`src/rtl/rr_mux16_arbiter.sv`:
```
// rr_mux16_arbiter: round-robin 16:1 arbiter with a registered valid/ready output.
// Define ARB_LOCK_EN to let a locked last winner keep the grant back-to-back.
`timescale 1ns/1ps
module rr_mux16_arbiter #(
   parameter int DATA_WIDTH = 32
) (
   input  logic                     clock,
   input  logic                     reset_n,
   input  logic [15:0]              req,
   input  logic [16*DATA_WIDTH-1:0] in_data,
   input  logic [15:0]              lock,
   input  logic                     out_ready,
   output logic [15:0]              grant,
   output logic [3:0]               sel,
   output logic                     out_valid,
   output logic [DATA_WIDTH-1:0]    out_data,
   output logic [3:0]               out_src
);

   typedef enum logic [1:0] {
      IDLE = 2'd0,
      XFER = 2'd1,
      WAIT = 2'd2
   } state_t;

   state_t                state;
   state_t                state_nx;
   logic [3:0]            last;
   logic [3:0]            last_nx;
   logic [3:0]            win;
   logic [3:0]            idx;
   logic                  found;
   logic                  any_req;
   logic                  hs;
   logic [DATA_WIDTH-1:0] mux_word;
   logic [15:0]           grant_nx;
   logic [3:0]            sel_nx;
   logic                  valid_nx;
   logic [DATA_WIDTH-1:0] data_nx;
   logic [3:0]            src_nx;

   assign any_req = |req;
   assign hs      = out_valid && out_ready;

   always_comb begin
      mux_word = '0;
      for (int i = 0; i < 16; i++) begin
         if (sel == 4'(i)) begin
            mux_word = in_data[DATA_WIDTH*i +: DATA_WIDTH];
         end
      end
   end

   // Scan upward from last+1; the 4-bit add wraps modulo 16.
   always_comb begin
      win   = last;
      idx   = last;
      found = 1'b0;
      for (int k = 1; k <= 16; k++) begin
         idx = last + 4'(k);
         if (!found && req[idx]) begin
            win   = idx;
            found = 1'b1;
         end
      end
`ifdef ARB_LOCK_EN
      if (lock[last] && req[last]) begin
         win = last;
      end
`endif
   end

`ifndef ARB_LOCK_EN
   logic unused_lock;
   assign unused_lock = ^lock;
`endif

   always_ff @(posedge clock or negedge reset_n) begin
      if (!reset_n) begin
         state <= IDLE;
      end else begin
         state <= state_nx;
      end
   end

   always_comb begin
      state_nx = state;
      unique case (state)
         IDLE:    if (any_req) state_nx = XFER;
         XFER:    state_nx = WAIT;
         WAIT:    if (hs) state_nx = IDLE;
         default: state_nx = IDLE;
      endcase
   end

   always_comb begin
      grant_nx = grant;
      sel_nx   = sel;
      last_nx  = last;
      valid_nx = out_valid;
      data_nx  = out_data;
      src_nx   = out_src;
      unique case (state)
         IDLE: begin
            grant_nx = '0;
            if (any_req) begin
               grant_nx = 16'(1) << win;
               sel_nx   = win;
               last_nx  = win;
            end
         end
         XFER: begin
            data_nx  = mux_word;
            src_nx   = sel;
            valid_nx = 1'b1;
         end
         WAIT: begin
            if (hs) begin
               valid_nx = 1'b0;
               grant_nx = '0;
            end
         end
         default: begin
            grant_nx = '0;
            valid_nx = 1'b0;
         end
      endcase
   end

   always_ff @(posedge clock or negedge reset_n) begin
      if (!reset_n) begin
         grant     <= '0;
         sel       <= '0;
         last      <= 4'hF;
         out_valid <= 1'b0;
         out_data  <= '0;
         out_src   <= '0;
      end else begin
         grant     <= grant_nx;
         sel       <= sel_nx;
         last      <= last_nx;
         out_valid <= valid_nx;
         out_data  <= data_nx;
         out_src   <= src_nx;
      end
   end

endmodule
```
`config.mk`:
```
export PLATFORM = sky130hd
export DESIGN_NAME = rr_mux16_arbiter
export DESIGN_NICKNAME = d
export VERILOG_FILES = /design/src/rtl/rr_mux16_arbiter.sv
export SDC_FILE = /design/constraint.sdc
export NUM_CORES = 1
export LEC_CHECK = 0
export BUFFER_PORTS_ARGS = -buffer_cell sky130_fd_sc_hd__buf_2
export CORE_AREA = 5 5 229 231
export DETAILED_ROUTE_END_ITERATION = 12
export DIE_AREA = 0 0 234 236
export HOLD_SLACK_MARGIN = 0.08
export PLACE_DENSITY = 0.36
export SYNTH_ARGS = -nofsm -noshare
export SYNTH_HDL_FRONTEND = slang
export SYNTH_SLANG_ARGS = --single-unit
```
`constraint.sdc`:
```
create_clock -name clock -period 11.3 [get_ports clock]
set_input_delay 2.26 -clock clock [delete_from_list [all_inputs] [get_ports clock]]
set_output_delay 2.26 -clock clock [all_outputs]
set_load 0.02 [all_outputs]
```
Yosys cells after proc, flatten, opt, wreduce, memory -nomap -nowiden:

Cells that the tools add are included.

* register bits after elaboration: 63
* bits in latches: 0
* RAM bits: 0
* memory bits (read-only): 0
* bits of input ports: 547
* output and inout port bits: 57
* word-level logic and storage cells: 185
* memories: 0

* $add $sub $neg: 15
* multipliers: 0
* div/mod/pow operators: 0
* order comparisons: 16
* equal/unequal tests: 19
* shift operators: 1
* multiplexer cells: 87
* bitwise gates (word level): 2
* reduce and logical (&&, ||, !) cells: 38

Operators with widths (count)
* 32-bit two-way mux: 16
* 4-bit by 5-bit < comparator with 1-bit output, second input constant: 16
* 1-bit binary-select mux with 4-bit select: 16
* 4-bit two-way mux: 16
* 16-bit case mux with 3 select lines: 1
* 4-bit adder, second input constant: 8
* 4-bit equality test, second input constant: 8
* 1-bit two-way mux: 32
* 16-bit two-way mux: 2
* 4-bit by 3-bit adder with 4-bit output, second input constant: 4
* 4-bit by 3-bit equality test with 1-bit output, second input constant: 4
* 1-bit logical AND: 16
* 16-bit OR reduction: 1
* 1-bit by 4-bit << shifter with 16-bit output, first input constant: 1
* 1-bit logical NOT: 15
* 4-bit by 2-bit adder with 4-bit output, second input constant: 2
* 4-bit by 2-bit equality test with 1-bit output, second input constant: 2
* 2-bit AND reduction: 4
* 2-bit case mux with 3 select lines: 1
* 4-bit by 1-bit adder with 4-bit output, second input constant: 1
* 4-bit by 1-bit equality test with 1-bit output, second input constant: 1
* 4-bit logical NOT: 1
* 2-bit two-way mux: 2
* 2-bit != test, second input constant: 2
* 5 further kinds: 6

Longest topological paths before layout:

Gate-level depths: netlist of run 1.

* depth after elaboration: 52
* gate-level depth with buffers: 17
* depth with buffers taken out: 11

Worst setup path before layout of run 1:

OpenSTA, ideal clock, no wires.

* path type: input-to-reg
* start: in req[12]
* end: reg grant[14]
* setup time: 110 ps
* data arrival time: 5124 ps
* data required time: 11190 ps
* path slack: 6066 ps
* cell stages on the path: 10
* buffers on the path: 2
* path through: mux4_1 mux4_2 or2_0 buf_2 nor4_4 nand3_1 a32o_1 o21a_1 buf_6 o41ai_1

* word-level cells in the longest chain between the ends: 51
* elaborated cells between the ends (all ways): 97
* classes of those cells: 1 x shift; 65 x mux; 31 x reduce/logical

Ends and longest elaborated chain
* start: declaration: RTL line 9 `input logic [15:0] req,`
* 1-bit binary-select mux with 4-bit select: RTL line 61 `if (!found && req[idx]) begin`
* 1-bit two-way mux (not written as such): RTL line 61
* 1-bit two-way mux: RTL line 61
* 1-bit logical NOT: RTL line 61
* 1-bit logical AND: RTL line 61
* 1-bit two-way mux: RTL line 61
* 1-bit logical NOT: RTL line 61
* 1-bit logical AND: RTL line 61
* [... 35 more ...]
* 1-bit logical AND: RTL line 61
* 1-bit two-way mux: RTL line 61
* 1-bit logical NOT: RTL line 61
* 1-bit logical AND: RTL line 61
* 4-bit two-way mux: RTL line 61
* 1-bit by 4-bit << shifter with 16-bit output: RTL line 107 `grant_nx = 16'(1) << win;`
* 16-bit two-way mux *: RTL line 106 `if (any_req) begin`
* 16-bit case mux with 3 select lines *: RTL line 103 `unique case (state)`
* end signal: assignment: RTL line 139 `grant <= grant_nx;`
* end: declaration: RTL line 13 `output logic [15:0] grant,`

Mark *: on every way between the ends. The rest lies on a longest branch, timed or not. The select of a mux whose other input is x is not followed.
A chain may end at the register's enable or synchronous reset.

Worst setup path in the final report of run 1:

* start: reg last[1]
* end: reg grant[14]

* word-level cells in the longest chain between the ends: 52
* elaborated cells between the ends (all ways): 111
* classes of those cells: 15 x add/sub; 1 x shift; 65 x mux; 30 x reduce/logical

Ends and longest elaborated chain
* start: declaration: RTL line 28 `logic [3:0] last;`
* start signal: assignment: RTL line 141 `last <= last_nx;`
* 4-bit by 1-bit adder with 4-bit output: RTL line 60 `idx = last + 4'(k);`
* 1-bit binary-select mux with 4-bit select: RTL line 61
* 1-bit two-way mux (not written as such): RTL line 61
* 1-bit two-way mux: RTL line 61
* 1-bit logical NOT: RTL line 61
* 1-bit logical AND: RTL line 61
* 1-bit two-way mux: RTL line 61
* 1-bit logical NOT: RTL line 61
* [... 36 more ...]
* 1-bit logical AND: RTL line 61
* 1-bit two-way mux: RTL line 61
* 1-bit logical NOT: RTL line 61
* 1-bit logical AND: RTL line 61
* 4-bit two-way mux *: RTL line 61
* 1-bit by 4-bit << shifter with 16-bit output *: RTL line 107
* 16-bit two-way mux *: RTL line 106
* 16-bit case mux with 3 select lines *: RTL line 103

Marked as above.

==> results of run 1 <==
worst max path at each step:
stage                  from  slack, ps   endpoint  cells after the start
finish              last[1]       5490  grant[14]                     12
global route        last[1]       5140  grant[14]                     13
CTS                 last[1]       5460  grant[11]                     12
detailed placement   req[4]       5240  grant[11]                      9
global placement     req[4]       5220  grant[11]                      9
floorplan           req[12]       6070  grant[14]                     10
cells by family after synthesis:
| kind of cell | Yosys count |
|---|---|
| AOI/OAI and AO/OA | 447 |
| xor gates and xnor gates | 12 |
| adders and majority gates | 8 |
| buffers and inverters | 108 |
| DFF | 63 |
| muxes | 115 |
| and+or+nand+nor | 295 |
metrics by stage:
stage	utilization [%]	setup slack, ps	hold WS, ps	area, um2	std cells
4_1_cts	24.8	5460	481	12400	2261
5_1_grt	24.9	5140	502	12400	2275
6_report	24.9	5490	474	12400	2284
3_5_place_dp	24.1	5240	464	12000	2245
2_1_floorplan	-	6070	529	8370	1048
3_3_place_gp	24.1	5220	456	12000	2245
sequential cells by signal (all words and copies together) (netlist names):
| signal | flops |
|---|---|
| sel | 4 |
| out_data | 32 |
| state | 2 |
| grant | 16 |
| last | 4 |
| out_valid | 1 |
| out_src | 4 |
power by group:
group	total, W	internal (W)	switching (W)
registers	0.000458	0.000334	0.000125
logic	0.00360	0.00127	0.00232
clock network	0.000339	0.000222	0.000117
total	0.00439	0.00183	0.00257
critical path, stage by stage (launching register included):
cell and delay (ps):
dfstp_2 510, buf_4 370, clkinv_1 530, ha_1 430
xor2_1 770, mux4_2 490, o2111ai_1 500, nand3b_1 290
o31ai_1 390, a22oi_1 150, nor4_1 590, or2_1 460
o41ai_1 140
layout make-up:
| type | instances | area, um2 | share of cell area [%] |
|---|---|---|---|
| Clock buffer | 11 | 243 | 1.95 |
| Sequential cell | 63 | 1590 | 12.8 |
| Clock inverter | 5 | 104 | 0.835 |
| Inverter | 16 | 60.1 | 0.483 |
| Antenna cell | 23 | 57.6 | 0.463 |
| Multi-Input combinational cell | 877 | 6380 | 51.3 |
| Timing Repair Buffer | 617 | 3160 | 25.4 |
| Tap cell | 672 | 841 | 6.76 |
cell usage after synthesis, types with 4 or more instances:
cell,instances,share of area (%)
nand2b_1,11,0.82
a31oi_1,41,3.1
o2111ai_1,5,0.52
o31ai_1,15,1.3
ha_1,8,1.2
nor2b_1,9,0.67
o41ai_1,8,0.84
nand3_1,27,1.6
a22o_1,13,1.4
clkbuf_1,65,2.9
dfstp_2,4,1.3
a2111oi_0,7,0.73
o31a_1,4,0.42
nand2_1,99,4.4
a222oi_1,23,2.8
nand4_1,5,0.37
a211o_1,6,0.63
a221oi_1,31,3.2
a22oi_1,74,6.6
nor3_1,17,1.0
a21oi_1,48,2.9
buf_6,5,0.67
o21a_1,7,0.63
inv_1,11,0.49
dfrtp_1,59,18
mux2i_1,37,4.4
buf_2,9,0.54
mux2_2,39,5.2
o21ai_0,73,4.4
nor2_1,91,4.1
buf_1,13,0.58
o22ai_1,55,4.1
xnor2_1,9,0.94
nor4_1,9,0.67
mux4_2,29,7.8
nand3b_1,5,0.45
and2_1,5,0.37
mux2_1,4,0.54
placed cells by master, fill, tap and decap left out, drive strengths merged, types with 4 or more instances in the layout:
cell type  instances
mux2              44
a221oi            31
mux4              31
o31ai             15
a222oi            23
xnor2              9
buf              617
a21oi             48
o31a               4
dfrtp             59
clkinv             4
o21ai             75
nor4              10
o2111ai            5
o22ai             55
nand2             99
and2               5
mux2i             40
nor3              18
inv               14
a22o              13
o21a               7
diode             23
nor2              91
clkbuf            11
nand2b            11
o41ai              8
a211o              6
ha                 8
nand3             27
a22oi             74
nand4              5
a31oi             41
a2111oi            8
nor2b              9
dfstp              4
nand3b             6
routing by layer:
metal  up-vias  global-route usage, %  wire length, um
met5         -                      0              136
met4        20                   5.64             1390
met3       106                   5.47             4860
met2       539                   43.1            36300
met1      5956                   31.7            29800
li1       5334                      -                -
==> results_dict.tcl, run 1 <==
set metrics [dict create \
    syn_area_um2 8370 \
    cap_violations 0 \
    rsz0062_at_grt "no" \
    grt_overflow 0 \
    dr.pass1.iters 8 \
    r2r_end "grant[14]" \
    synth_top_family_by_area "compound AO/OA/AOI/OAI gates" \
    drc 0 \
    synth_xor_area_share_pct 1.26 \
    p_leak_nw 5.50 \
    synth_edf_count 0 \
    nets 2139 \
    die_h_um 236 \
    grt.total_usage_pct 25.0 \
    fmax_mhz 172 \
    cts_max_level 3 \
    cts_setup_buffers 0 \
    area_growth_pct 48.6 \
    setup_tns_ps 0 \
    slew_viol_final 0 \
    hold_depth 2 \
    reg2reg_from "last[1]" \
    worst-path-max-fanout 29 \
    grt_pass1_wl_um 97700 \
    via_count 11955 \
    cp-end-kind "flop" \
    fill_cells 5716 \
    finalClockSkew_ps 16.3 \
    clock_path_buffers 2 \
    dr.first_iter.drc_count 1226 \
    synthAdderAreaFrac_pct 1.20 \
    start_kind "flop" \
    ys_ff_latch 63 \
    finalCritPeriodShare_pct 51.4 \
    critPathKind "reg2reg" \
    viasPerCell 5.23 \
    synth_async_sr_flop_share_pct 100 \
    core_area_um2 49900 \
    vdd_drop_max_mv 0.134 \
    synth-seq-area-share_pct 18.9 \
    setup_viol 0 \
    holdBufCountCts 0 \
    ioPinCount 604 \
    cts_tree "done" \
    synthMuxAreaShare_pct 19.4 \
    initial_utilization_pct 16.8 \
    syn_nets 1603 \
    syn_area_per_cell_um2 7.98 \
    synth_compound_area_share_pct 37.5 \
    gp_congestion 0.987 \
    hp-start "out_data[26]" \
    slew-limit-headroom_pct 25.7 \
    ys.flop_type "dfrtp_1" \
    hold_path.class "reg2reg" \
    clk_latency_ps 360 \
    period_minus_slack_ps 5810 \
    antenna_found_initial 52 \
    routedWlPerCell_um 31.7 \
    drive_above_1_share_pct 46.1 \
    dp_hpwl_um 61000 \
    cts_resized 0 \
    synth-simple-area-share_pct 16.3 \
    wirelength_um 72400 \
    worstMarginPinSlew_ps 1090 \
    cts_sinks 63 \
    ff2ff_path_depth 12 \
    min_to "out_data[26]" \
    rows 82 \
    dieArea_um2 55200 \
    crit_required_ps 11500 \
    ys_types 82 \
    grt_start_max_net_pins 64 \
    p_total_w 0.00439 \
    grt_pass1_vias 12058 \
    io_buffers 587 \
    root_buffer "clkbuf_16" \
    synth_cells 1048 \
    p_per_area_nw_per_um2 353 \
    cp.arrival_ps 6010 \
    die_w_um 234 \
    yosys_warnings 0 \
    status "finished, final reports clean" \
    finalHoldViolations 0 \
    cts_buffers 9 \
    path_clk_slew_ps 60 \
    r2r_slack_ps 5490 \
    detail-route-antenna-nets 0 \
]
Note: power is estimated with default switching activity, not from simulation.
==> run 2: changes to the inputs <==
- PLACE_DENSITY: 0.36 -> 0.37
- clock period: 11.3 -> 5 ns (I/O delays scaled with it)
==> results_dict.tcl, run 2 (synthesized netlist as in run 1, its figures left out) <==
set metrics [dict create \
    layout_common_cells "buf_2, nand2_1, nor2_1, a22oi_1, o21ai_0" \
    via_count 12060 \
    antenna_found_initial 50 \
    cap_violations 0 \
    finalCritPeriodShare_pct 91.6 \
    io_buffers 587 \
    layout_commonest_cell "buf_2" \
    worstMarginPinSlew_ps 1090 \
    slew-limit-headroom_pct 27.3 \
    root_buffer "clkbuf_16" \
    grt.total_usage_pct 24.7 \
    drc 0 \
    critPathKind "reg2reg" \
    initial_utilization_pct 16.8 \
    area_growth_pct 51.7 \
    start_kind "flop" \
    largest_register_ffs 32 \
    gp_congestion 0.972 \
    crit_required_ps 5240 \
    cts_tree "done" \
    cts_max_level 3 \
    grt_pass1_wl_um 97000 \
    finalHoldViolations 0 \
    critPathMaxStageDelay_ps 760 \
    cpMaxStageDelayCell "mux4_1" \
    dieArea_um2 55200 \
    cts_setup_buffers 0 \
    clock_path_buffers 2 \
    setup_viol 0 \
    dp_hpwl_um 61000 \
    setup_tns_ps 0 \
    postLayoutSetupSlackWorst_ps 421 \
    period_minus_slack_ps 4580 \
    vdd_drop_max_mv 0.364 \
    rows 82 \
    wirelength_um 71600 \
    grt_start_max_net_pins 64 \
    slew_viol_final 0 \
    fin_cells 2318 \
    nets 2177 \
    top_register "out_data" \
    fill_cells 5704 \
    die_h_um 236 \
    path_cells "buf_4 -> mux4_1 -> mux4_2 -> or2_0 -> nor4_4 -> o311a_1 -> o31ai_1 -> or2_1 -> o41ai_1" \
    hold_path.class "reg2reg" \
    ioPinCount 604 \
    dr.pass1.iters 6 \
    die_w_um 234 \
    core_area_um2 49900 \
    routedWlPerCell_um 30.9 \
    fmax_mhz 218 \
    grt_overflow 0 \
    cp.arrival_ps 4810 \
    worst-path-max-fanout 40 \
    grt_pass1_vias 12258 \
    drive_above_1_share_pct 47.5 \
    viasPerCell 5.20 \
    ff_latch_area_um2 1590 \
    place_inst 2283 \
    multi_input_area_um2 6390 \
    whs_ps 472 \
    reg_top3 "out_data x32, grant x16" \
    dr.first_iter.drc_count 1182 \
    rsz0062_at_grt "no" \
    holdBufCountCts 0 \
    path_clk_slew_ps 60 \
    pre_cts_slack_ps 240 \
    detail-route-antenna-nets 0 \
    cp-end-kind "flop" \
    cts_buffers 9 \
    p_leak_nw 5.67 \
    finalClockSkew_ps 6.68 \
    cts_sinks 63 \
    clk_latency_ps 360 \
    status "finished, final reports clean" \
    p_per_area_nw_per_um2 825 \
]
-- run 2: cell count changes in the layout (fill, tap and decap cells not counted), sizes merged, moves of 2 or more --
| cell | delta |
|---|---|
| clkinvlp | +2 |
| bufinv | -2 |
| buf | +38 |
| clkinv | +2 |
| diode | -4 |
-- run 2: timing repair --
action | 4_1_cts | 5_1_grt
endpoints found under the hold margin | 0 | 0
gates resized for setup | 0 | 2
setup endpoints to repair | 0 | 3
-- run 2: worst max-delay path: cells and delay by family (launching register included) --
family	cells	cell delay (ps)
buf+inv	1	450
mux	2	1360
flops	1	530
simple gates	3	1290
compound gates	3	810
-- run 2: layout make-up --
cell class | count | area share [%]
Multi-Input combinational cell | 877 | 50.4
Timing Repair Buffer | 655 | 27.3
Sequential cell | 63 | 12.5
Tap cell | 672 | 6.63
Clock buffer | 10 | 1.88
Clock inverter | 6 | 0.473
Inverter | 16 | 0.473
Antenna cell | 19 | 0.375
-- run 2: final timing paths --
check	startpoint	end	slack, ps	cells after the start
hold reg to reg	grant[14]	grant[14]	470	2
max in group asynchronous	reset_n	sel[1]	3540	1
hold / removal	grant[14]	grant[14]	470	2
setup reg to reg	last[0]	grant[14]	420	9
setup / recovery	last[0]	grant[14]	420	9
min in group asynchronous	reset_n	out_data[6]	760	1
-- run 2: metrics by stage --
stage               utilization [%]  instance area [um2]  power [W]
global placement               24.7                12300    0.00976
detailed placement             24.7                12300    0.00974
floorplan                         -                 8370    0.00633
finish                         25.4                12700     0.0105
CTS                            25.3                12600     0.0104
global route                   25.4                12700     0.0112
-- run 2: power by group --
part | leakage (nW) | internal (W) | switching [W]
Sequential | 0.760 | 0.000753 | 0.000246
Clock | 0.144 | 0.000397 | 0.000265
Combinational | 4.77 | 0.00338 | 0.00543
Total | 5.67 | 0.00453 | 0.00594
-- run 2: per-layer routing --
metal | track usage, % | wire (um) | part of all wire (%)
met1 | 30.6 | 28300 | 40
met2 | 43.4 | 35800 | 50
met3 | 5.58 | 5330 | 7.5
met4 | 6.03 | 1980 | 2.8
met5 | 0 | 113 | 0.16
